[src/rtl/wb4_to_pi1.sv]
// wb4_to_pi1: Wishbone B4 pipelined slave replaying requests as PI1 master ops.
// Ports: clk_i/rst_i; wb4_* slave side (cyc/stb/we/addr/data/sel in,
//   stall/ack/data out); pi1_* master side (op/addr/data/sel out,
//   data/rdy in). One PI1 op in flight, acks in enqueue order.
module wb4_to_pi1 #(
  parameter int ARCHBITSZ = 32,
  parameter int BUFSZ     = 2
) (
  input  logic                                       clk_i,
  input  logic                                       rst_i,
  input  logic                                       wb4_cyc_i,
  input  logic                                       wb4_stb_i,
  input  logic                                       wb4_we_i,
  input  logic [ARCHBITSZ-1:0]                       wb4_addr_i,
  input  logic [ARCHBITSZ-1:0]                       wb4_data_i,
  input  logic [ARCHBITSZ/8-1:0]                     wb4_sel_i,
  output logic                                       wb4_stall_o,
  output logic                                       wb4_ack_o,
  output logic [ARCHBITSZ-1:0]                       wb4_data_o,
  output logic [1:0]                                 pi1_op_o,
  output logic [ARCHBITSZ-$clog2(ARCHBITSZ/8)-1:0]   pi1_addr_o,
  output logic [ARCHBITSZ-1:0]                       pi1_data_o,
  input  logic [ARCHBITSZ-1:0]                       pi1_data_i,
  output logic [ARCHBITSZ/8-1:0]                     pi1_sel_o,
  input  logic                                       pi1_rdy_i
);

  localparam int SELW = ARCHBITSZ / 8;
  localparam int OFFW = $clog2(SELW);
  localparam int AW   = ARCHBITSZ - OFFW;
  localparam int PW   = $clog2(BUFSZ);
  localparam int CW   = PW + 1;

  localparam logic [1:0] PINOOP = 2'd0;
  localparam logic [1:0] PIWROP = 2'd1;
  localparam logic [1:0] PIRDOP = 2'd2;

  typedef enum logic [1:0] {
    S_IDLE,
    S_ISSUE,
    S_RDWAIT
  } state_t;

  state_t r_state;
  state_t w_state_nx;

  logic                 r_fwe   [BUFSZ];
  logic [AW-1:0]        r_faddr [BUFSZ];
  logic [ARCHBITSZ-1:0] r_fdata [BUFSZ];
  logic [SELW-1:0]      r_fsel  [BUFSZ];

  logic [PW-1:0] r_wptr;
  logic [PW-1:0] r_rptr;
  logic [CW-1:0] r_cnt;
  logic          r_abort;

  logic [1:0]           r_op;
  logic [AW-1:0]        r_paddr;
  logic [ARCHBITSZ-1:0] r_pdata;
  logic [SELW-1:0]      r_psel;
  logic                 r_ack;
  logic [ARCHBITSZ-1:0] r_rdata;

  logic w_empty;
  logic w_full;
  logic w_busy;
  logic w_abort;
  logic w_push;
  logic w_pop;
  logic w_load;
  logic w_accept;
  logic w_rdone;
  logic w_ack_ok;
  logic w_unused_addr;

  // Byte-offset bits never reach PI1.
  assign w_unused_addr = ^wb4_addr_i[OFFW-1:0];

  assign w_empty = (r_cnt == '0);
  assign w_full  = (r_cnt == CW'(BUFSZ));
  assign w_busy  = !w_empty || (r_state != S_IDLE);

  // Dropping cyc with work pending cancels everything not yet on PI1.
  assign w_abort = !wb4_cyc_i && w_busy;

  assign wb4_stall_o = rst_i | w_full | r_abort;
  assign w_push = wb4_cyc_i & wb4_stb_i & !wb4_stall_o;

  // A flush already discarded the head slot, so do not pop it twice.
  assign w_pop    = w_accept & !w_empty & !w_abort;
  assign w_ack_ok = !(r_abort | w_abort);

  always_comb begin
    w_state_nx = r_state;
    w_load     = 1'b0;
    w_accept   = 1'b0;
    w_rdone    = 1'b0;
    unique case (r_state)
      S_IDLE: begin
        if (!w_empty && !w_abort) begin
          w_load     = 1'b1;
          w_state_nx = S_ISSUE;
        end
      end
      S_ISSUE: begin
        if (pi1_rdy_i) begin
          w_accept   = 1'b1;
          w_state_nx = (r_op == PIWROP) ? S_IDLE : S_RDWAIT;
        end
      end
      S_RDWAIT: begin
        if (pi1_rdy_i) begin
          w_rdone    = 1'b1;
          w_state_nx = S_IDLE;
        end
      end
      default: w_state_nx = S_IDLE;
    endcase
  end

  always_ff @(posedge clk_i) begin
    if (rst_i) begin
      r_state <= S_IDLE;
    end else begin
      r_state <= w_state_nx;
    end
  end

  always_ff @(posedge clk_i) begin
    if (rst_i) begin
      r_wptr <= '0;
      r_rptr <= '0;
      r_cnt  <= '0;
    end else if (w_abort) begin
      r_rptr <= r_wptr;
      r_cnt  <= '0;
    end else begin
      if (w_push) begin
        r_wptr <= r_wptr + 1'b1;
      end
      if (w_pop) begin
        r_rptr <= r_rptr + 1'b1;
      end
      r_cnt <= r_cnt + CW'(w_push) - CW'(w_pop);
    end
  end

  always_ff @(posedge clk_i) begin
    if (w_push) begin
      r_fwe[r_wptr]   <= wb4_we_i;
      r_faddr[r_wptr] <= wb4_addr_i[ARCHBITSZ-1:OFFW];
      r_fdata[r_wptr] <= wb4_data_i;
      r_fsel[r_wptr]  <= wb4_sel_i;
    end
  end

  always_ff @(posedge clk_i) begin
    if (rst_i) begin
      r_abort <= 1'b0;
    end else if (w_abort) begin
      r_abort <= 1'b1;
    end else if (r_state == S_IDLE) begin
      r_abort <= 1'b0;
    end
  end

  always_ff @(posedge clk_i) begin
    if (rst_i) begin
      r_op    <= PINOOP;
      r_paddr <= '0;
      r_pdata <= '0;
      r_psel  <= '0;
      r_ack   <= 1'b0;
      r_rdata <= '0;
    end else begin
      r_ack <= 1'b0;
      if (w_load) begin
        r_op    <= r_fwe[r_rptr] ? PIWROP : PIRDOP;
        r_paddr <= r_faddr[r_rptr];
        r_pdata <= r_fdata[r_rptr];
        r_psel  <= r_fsel[r_rptr];
      end
      if (w_accept) begin
        r_op <= PINOOP;
        if (r_op == PIWROP) begin
          r_ack <= w_ack_ok;
        end
      end
      if (w_rdone) begin
        r_rdata <= pi1_data_i;
        r_ack   <= w_ack_ok;
      end
    end
  end

  assign pi1_op_o   = r_op;
  assign pi1_addr_o = r_paddr;
  assign pi1_data_o = r_pdata;
  assign pi1_sel_o  = r_psel;
  assign wb4_ack_o  = r_ack;
  assign wb4_data_o = r_rdata;

endmodule

[config.mk]
export PLATFORM = sky130hd
export DESIGN_NAME = wb4_to_pi1
export DESIGN_NICKNAME = d
export VERILOG_FILES = /design/src/rtl/wb4_to_pi1.sv
export SDC_FILE = /design/constraint.sdc
export NUM_CORES = 1
export LEC_CHECK = 0
export CORE_MARGIN = 8
export CORE_UTILIZATION = 49
export CTS_CLUSTER_SIZE = 20
export DETAILED_ROUTE_END_ITERATION = 7
export GPL_ROUTABILITY_DRIVEN = 1
export HOLD_SLACK_MARGIN = 0.1
export MAX_ROUTING_LAYER = met4
export PLACE_DENSITY = 0.79
export SLEW_MARGIN = 20
export SYNTH_ARGS = -nofsm -noshare
export SYNTH_HDL_FRONTEND = slang
export SYNTH_SLANG_ARGS = --single-unit
[constraint.sdc]
create_clock -name clk_i -period 6.87 [get_ports clk_i]
set_input_delay 1.7175 -clock clk_i [delete_from_list [all_inputs] [get_ports clk_i]]
set_output_delay 1.7175 -clock clk_i [all_outputs]
set_load 0.1 [all_outputs]
==> results of run 1 <==
## metrics by stage
stage | std cells | setup WS [ps] | utilization [%]
2_1_floorplan | 644 | 1410 | -
3_3_place_gp | 1030 | 1660 | 62.6
3_5_place_dp | 1030 | 1640 | 62.6
4_1_cts | 1074 | 1640 | 67.1
5_1_grt | 1075 | 1570 | 67.2
6_report | 1075 | 1640 | 67.2
## logic make-up (layout without fill, tap and decap cells)
| group | count (synthesis) | after routing | synth area share (%) |
|---|---|---|---|
| muxes | 67 | 67 | 7.70 |
| and+or+nand+nor | 98 | 98 | 5.04 |
| DFF | 243 | 243 | 71.2 |
| adders and majority gates | 2 | 2 | 0.287 |
| xor gates and xnor gates | 1 | 1 | 0.101 |
| buffers and inverters | 55 | 261 | 3.13 |
| AOI/OAI and AO/OA | 178 | 178 | 12.5 |
## worst min path at each step
stage                                      from                          end  depth (start not counted)  slack (ps)
finish              wb4_data_o[30]$_SDFFE_PP0P_  wb4_data_o[30]$_SDFFE_PP0P_                          2         460
global placement    wb4_data_o[11]$_SDFFE_PP0P_  wb4_data_o[11]$_SDFFE_PP0P_                          2         440
CTS                 wb4_data_o[30]$_SDFFE_PP0P_  wb4_data_o[30]$_SDFFE_PP0P_                          2         460
global route        wb4_data_o[28]$_SDFFE_PP0P_  wb4_data_o[28]$_SDFFE_PP0P_                          2         480
detailed placement  wb4_data_o[30]$_SDFFE_PP0P_  wb4_data_o[30]$_SDFFE_PP0P_                          2         450
floorplan                  r_abort$_SDFFE_PP0P_         r_abort$_SDFFE_PP0P_                          2         460
## synth_stat cells (4+ instances only)
master | count | area [um^2]
nand2_1 | 67 | 251
buf_2 | 20 | 100
edfxtp_1 | 134 | 4020
clkbuf_1 | 21 | 78.8
inv_1 | 4 | 15.0
a21oi_1 | 103 | 515
nand2b_1 | 4 | 25.0
nor2_1 | 8 | 30.0
dfxtp_1 | 109 | 2180
mux2i_1 | 67 | 671
buf_4 | 7 | 52.6
a211oi_1 | 65 | 488
## flip-flops by register name (all words and copies together), names as in the netlist, 4 cells and up, named ones only
signal and flops:
pi1_sel_o 4, pi1_data_o 32, r_fsel 8, pi1_addr_o 30, r_faddr 60, wb4_data_o 32
r_fdata 64
## power by group through the flow
| stage | clock, mW | sequential (mW) | combinational [mW] |
|---|---|---|---|
| after floorplan | 0 | 1.77 | 0.0811 |
| after global placement | 0 | 1.62 | 0.351 |
| after detailed placement | 0 | 1.62 | 0.359 |
| after CTS | 1.30 | 1.59 | 0.360 |
| after global routing | 1.37 | 1.60 | 0.374 |
| final | 1.27 | 1.59 | 0.358 |
## placed cells by master, fill, tap and decap left out, types with 3 or more instances in the layout
| master | instances |
|---|---|
| clkdlybuf4s50_1 | 204 |
| edfxtp_1 | 134 |
| dfxtp_1 | 108 |
| a21oi_1 | 103 |
| nand2_1 | 67 |
| mux2i_1 | 67 |
| a211oi_1 | 65 |
| clkbuf_16 | 26 |
| clkinv_2 | 9 |
| buf_4 | 8 |
| nor2_1 | 7 |
| nand2b_1 | 4 |
| nand3b_1 | 3 |
| nand3_1 | 3 |
| inv_1 | 3 |
| nor3b_1 | 3 |
## layout make-up
class | count | area [um^2] | area share (%)
flip-flops and latches | 243 | 6210 | 53.2
multi-input cells | 346 | 2260 | 19.3
repair buffers | 213 | 2120 | 18.1
clock buffers | 29 | 682 | 5.84
well taps | 225 | 282 | 2.41
clock inverters | 15 | 106 | 0.912
inverters | 4 | 15.0 | 0.129
## routing by layer
layer	vias up	part of all wire [%]	global-route usage [%]	wire, um
met2	225	49	30.9	10100
met3	24	7.9	4.13	1630
met5	-	0	-	0
met4	0	1.5	4.24	299
met1	2766	41	22.2	8530
li1	2782	-	-	-
## worst max-delay path, stage by stage
cell and delay, ps:
buf_4 350, nor2_1 150, nand2_1 100, clkdlybuf4s50_1 1150
==> results by group, run 1 <==
Outcome
  – Status: finished clean

Yosys
  – Syn Area/Cell: 13.5 um^2
  – Most used DFF post-synth: edfxtp_1
  – Number of flops mapped to enable cells by yosys: 134
  – Syn nets: 752
  – Number of synthesized register bits: 243
  – Synth Instances: 644
  – Mapped Area: 0.00871 mm^2
  – Ys async rst share: 0%
  – Sequential area share after synthesis: 71.2%
  – Post-synth cell types: 39
  – YS warnings: 0

Placed design
  – Post-DP Area: 0.0109 mm^2
  – I/O Buffers: 205
  – Gpl congestion: 0.757
  – HPWL Detailed: 13.3 mm

Power and ir drop
  – Sw frac: 24.5%
  – Maximum VDD drop: 0.000289 V
  – PwrDens: 276 mW/mm^2
  – Internal: 2.43 mW
  – P_leak: 3.69 nW
  – Sequential share of power: 49.4%
  – Psw: 0.788 mW
  – Comb power frac: 11.1%
  – Clock Power Share: 39.4%
  – Total chip power: 3.22 mW

Clocking
  – TritonCTS buffer count: 24
  – Clock sinks: 243
  – Worst skew pair latency: 500 ps
  – # hold bufs at CTS: 0
  – CTS root buffer: clkbuf_16
  – CTS tree: built
  – Post_cts resized: 0
  – Setup Buffers After CTS: 0
  – Clock Path Buffers: 3
  – CTS clock-pin slew for the worst setup and hold paths: 60 ps
  – H-Tree Depth: 1

STA
  – Fin crit share: 76.1%
  – Fin. Hold Viols: 0
  – Slew Viols, Final: 0
  – Worst slew margin: 26.1%
  – Worst-Margin Slew: 1100 ps
  – RSZ-0062 raised after global routing: false
  – Tmin final: 5230 ps
  – Final-report setup violation count: 0
  – Highest clock rate: 191 MHz
  – Worst hold slack: 456 ps
  – Clock skew: 8.36 ps
  – Fin Setup TNS: 0 ps

Setup path
  – CP Launch Type: input port
  – R2R Path End: r_faddr[1][11]$_DFFE_PP_
  – Critical Path Start: rst_i
  – WP data required: 5150 ps
  – Setup crit end: wb4_stall_o
  – CP Capture Type: output port
  – Worst reg-to-reg setup slack: 4320 ps
  – Worst setup path class: input port to output port
  – Largest fanout on the critical path: 35
  – Reg2Reg Depth: 4
  – Worst path arrival time: 3510 ps
  – FF-to-FF Start: r_cnt[0]$_SDFF_PP0_

Layout
  – Design Area, Final: 0.0117 mm^2
  – P&R area growth vs syn: 33.9%
  – Fin nets: 940
  – FILL cells: 1188
  – # diodes: 0
  – Share of layout cells above drive strength 1: 7.18%

Floorplan
  – Core Region: 0.0174 mm^2
  – Io pins: 208
  – Die area: 0.0223 mm^2
  – Die Width: 149 um
  – Row count: 48
  – Initial Util: 50.2%
  – Die height: 149 um

Worst hold path
  – Hold Crit Class: flip-flop to flip-flop

Flow run
  – Maxcap violations: 0

Routing
  – Via/cell ratio: 5.39
  – Via count: 5797
  – 1st-pass router iterations: 5
  – Initial DRC count: 371
  – DRC viols: 0
  – Final ANT Viol Nets: 0
  – Drt total wl: 20.6 mm
  – Avg WL per Cell: 19.1 um

Global route
  – Global Route Usage Sum: 18.4%
  – First-pass GRT wire length: 32.2 mm
  – Overflow left after global routing: 0
  – Antenna violations before repair: 0
  – Largest net degree at the start of global routing: 75
  – Vias in the first global route: 6028
(Power assumes the default switching activity.)
==> run 2: changes to the inputs <==
- CORE_UTILIZATION: 49 -> 45
- PLACE_DENSITY: 0.79 -> 0.76
- clock period: 6.87 -> 4.8 ns (I/O delays scaled with it)
==> results by group, run 2 (synthesis results as in run 1) <==
Worst hold path
  – Hold Crit Class: flip-flop to flip-flop (unchanged)
  – Worst Hold Launch: wb4_data_o[4]$_SDFFE_PP0P_ (was wb4_data_o[30]$_SDFFE_PP0P_)

Layout
  – Share of layout cells above drive strength 1: 6.21% (was 7.18%)
  – FILL cells: 1465 (was 1188)
  – Most frequent cells in the layout: clkdlybuf4s50_1, edfxtp_1, dfxtp_1 (unchanged)
  – Reg with most FFs: r_fdata (unchanged)
  – Largest regs: r_fdata x64, r_faddr x60 (unchanged)
  – Most common cell after layout, fill and taps aside: clkdlybuf4s50_1 (unchanged)
  – Fin nets: 944 (was 940)
  – P&R area growth vs syn: 34.8% (was 33.9%)
  – Flip-flop count of the largest register after layout: 64 (unchanged)
  – Design Area, Final: 0.0118 mm^2 (was 0.0117 mm^2)

Routing
  – Drt total wl: 20.6 mm (about the same)
  – Via count: 5698 (was 5797)
  – Initial DRC count: 257 (was 371)
  – Via/cell ratio: 5.08 (was 5.39)
  – Final ANT Viol Nets: 0 (unchanged)
  – 1st-pass router iterations: 4 (was 5)
  – Avg WL per Cell: 18.4 um (was 19.1 um)
  – DRC viols: 0 (unchanged)

Floorplan
  – Die height: 155 um (was 149 um)
  – Core Region: 0.0192 mm^2 (was 0.0174 mm^2)
  – Row count: 51 (was 48)
  – Die Width: 155 um (was 149 um)
  – Die area: 0.0241 mm^2 (was 0.0223 mm^2)
  – Initial Util: 45.4% (was 50.2%)
  – Io pins: 208 (unchanged)

Clocking
  – CTS root buffer: clkbuf_16 (unchanged)
  – CTS tree: built (unchanged)
  – Clock Path Buffers: 3 (unchanged)
  – H-Tree Depth: 1 (unchanged)
  – # hold bufs at CTS: 0 (unchanged)
  – TritonCTS buffer count: 25 (was 24)
  – Setup Buffers After CTS: 0 (unchanged)
  – CTS clock-pin slew for the worst setup and hold paths: 60 ps (about the same)
  – Worst skew pair latency: 520 ps (was 500 ps)
  – Clock sinks: 243 (unchanged)
  – Post_cts resized: 0 (unchanged)

Placed design
  – Gpl congestion: 0.831 (was 0.757)
  – I/O Buffers: 205 (unchanged)
  – Post-DP Area: 0.0110 mm^2 (was 0.0109 mm^2)
  – HPWL Detailed: 12.8 mm (was 13.3 mm)

Setup path
  – WP data required: 3600 ps (was 5150 ps)
  – Crit path cell chain: clkdlybuf4s50_1 (was buf_4, nor2_1, nand2_1, clkdlybuf4s50_1)
  – FF-to-FF Start: r_state[0]$_SDFFE_PP0P_ (was r_cnt[0]$_SDFF_PP0_)
  – Worst setup path class: flip-flop to output port (was input port to output port)
  – CP peak stage delay: 1180 ps (was 1150 ps)
  – Largest fanout on the critical path: 3 (was 35)
  – Critical path's slowest cell: clkdlybuf4s50_1 (unchanged)
  – Worst path arrival time: 2070 ps (was 3510 ps)
  – CP Launch Type: flip-flop (was input port)
  – WP buf/inv: 1 (was 2)
  – Crit path max-delay family: buffers and inverters (unchanged)
  – Critical Path Start: pi1_op_o[0]$_SDFFE_PP0P_ (was rst_i)
  – CP Capture Type: output port (unchanged)

STA
  – Tmin final: 3270 ps
  – Final-report setup violation count: 0 (unchanged)
  – Fin. Hold Viols: 0 (unchanged)
  – Worst slew margin: 28.7% (was 26.1%)
  – RSZ-0062 raised after global routing: false (unchanged)
  – Highest clock rate: 306 MHz
  – Fin Setup TNS: 0 ps (unchanged)
  – Fin crit share: 68.1%
  – Clock skew: 6.28 ps (was 8.36 ps)
  – Worst-Margin Slew: 1070 ps (was 1100 ps)
  – Slew Viols, Final: 0 (unchanged)

Global route
  – Antenna violations before repair: 2 (was 0)
  – Largest net degree at the start of global routing: 68 (was 75)
  – Overflow left after global routing: 0 (unchanged)
  – Vias in the first global route: 5847 (was 6028)
  – First-pass GRT wire length: 31.9 mm (was 32.2 mm)
  – Global Route Usage Sum: 17.1% (was 18.4%)

Power and ir drop
  – Maximum VDD drop: 0.000351 V (was 0.000289 V)
  – Total chip power: 4.58 mW (was 3.22 mW)
  – P_leak: 3.68 nW (was 3.69 nW)
  – PwrDens: 390 mW/mm^2 (was 276 mW/mm^2)

Outcome
  – Status: finished clean (unchanged)

Flow run
  – Maxcap violations: 0 (unchanged)
-- run 2: changes by cell type in the layout (fill, tap and decap cells not counted) --
cell,delta
clkbuf_1,+13
clkinv_2,-8
buf_12,+3
clkbuf_8,+2
clkinvlp_4,-2
diode_2,+2
inv_4,-2
buf_4,+1
bufinv_16,-1
clkbuf_16,-1
clkdlybuf4s50_1,-1
inv_16,+1
inv_2,-1
-- run 2: metrics by stage --
stage | hold slack, ps | utilization (%) | worst slack (ps) | cells
2_1_floorplan | 462 | - | 970 | 644
3_3_place_gp | 441 | 57.1 | 1420 | 1073
3_5_place_dp | 447 | 57.2 | 1400 | 1074
4_1_cts | 455 | 61.1 | 1520 | 1119
5_1_grt | 470 | 61.2 | 1480 | 1121
6_report | 453 | 61.2 | 1530 | 1121
-- run 2: power by group --
part	internal [mW]	switching [mW]	leakage [nW]
clock network	1.04	0.752	0.365
registers	2.25	0.0274	2.10
logic	0.167	0.348	1.22
-- run 2: layer usage --
layer | wire length, um | part of all wire [%] | global-route usage (%) | vias up
met5 | 0 | 0 | - | -
met4 | 507 | 2.5 | 4.67 | 0
met3 | 1270 | 6.2 | 4.22 | 41
met2 | 10200 | 50 | 29.1 | 170
met1 | 8630 | 42 | 20.0 | 2703
li1 | - | - | - | 2784
-- run 2: worst paths after layout --
| kind | to | slack, ps | depth (start not counted) |
|---|---|---|---|
| setup / recovery | pi1_op_o[0] | 1530 | 1 |
| hold / removal | wb4_data_o[4]$_SDFFE_PP0P_ | 450 | 2 |
| setup reg to reg | pi1_data_o[10]$_SDFFE_PP0P_ | 2640 | 4 |
| hold reg to reg | wb4_data_o[4]$_SDFFE_PP0P_ | 450 | 2 |
-- run 2: worst min-delay path, cell delays in order, from the launching register on --
cell and delay (ps):
dfxtp_1 310, nand2_1 50, a21oi_1 50
-- run 2: area by class of cell --
type / count / area (um^2) / area share [%]
sequential: 243 / 6210 / 52.8
multi-input combinational: 346 / 2260 / 19.2
timing repair buffer: 216 / 2170 / 18.5
clock buffer: 43 / 733 / 6.24
tap: 265 / 332 / 2.82
clock inverter: 2 / 23.8 / 0.202
inverter: 4 / 16.3 / 0.138
antenna: 2 / 5.00 / 0.0426
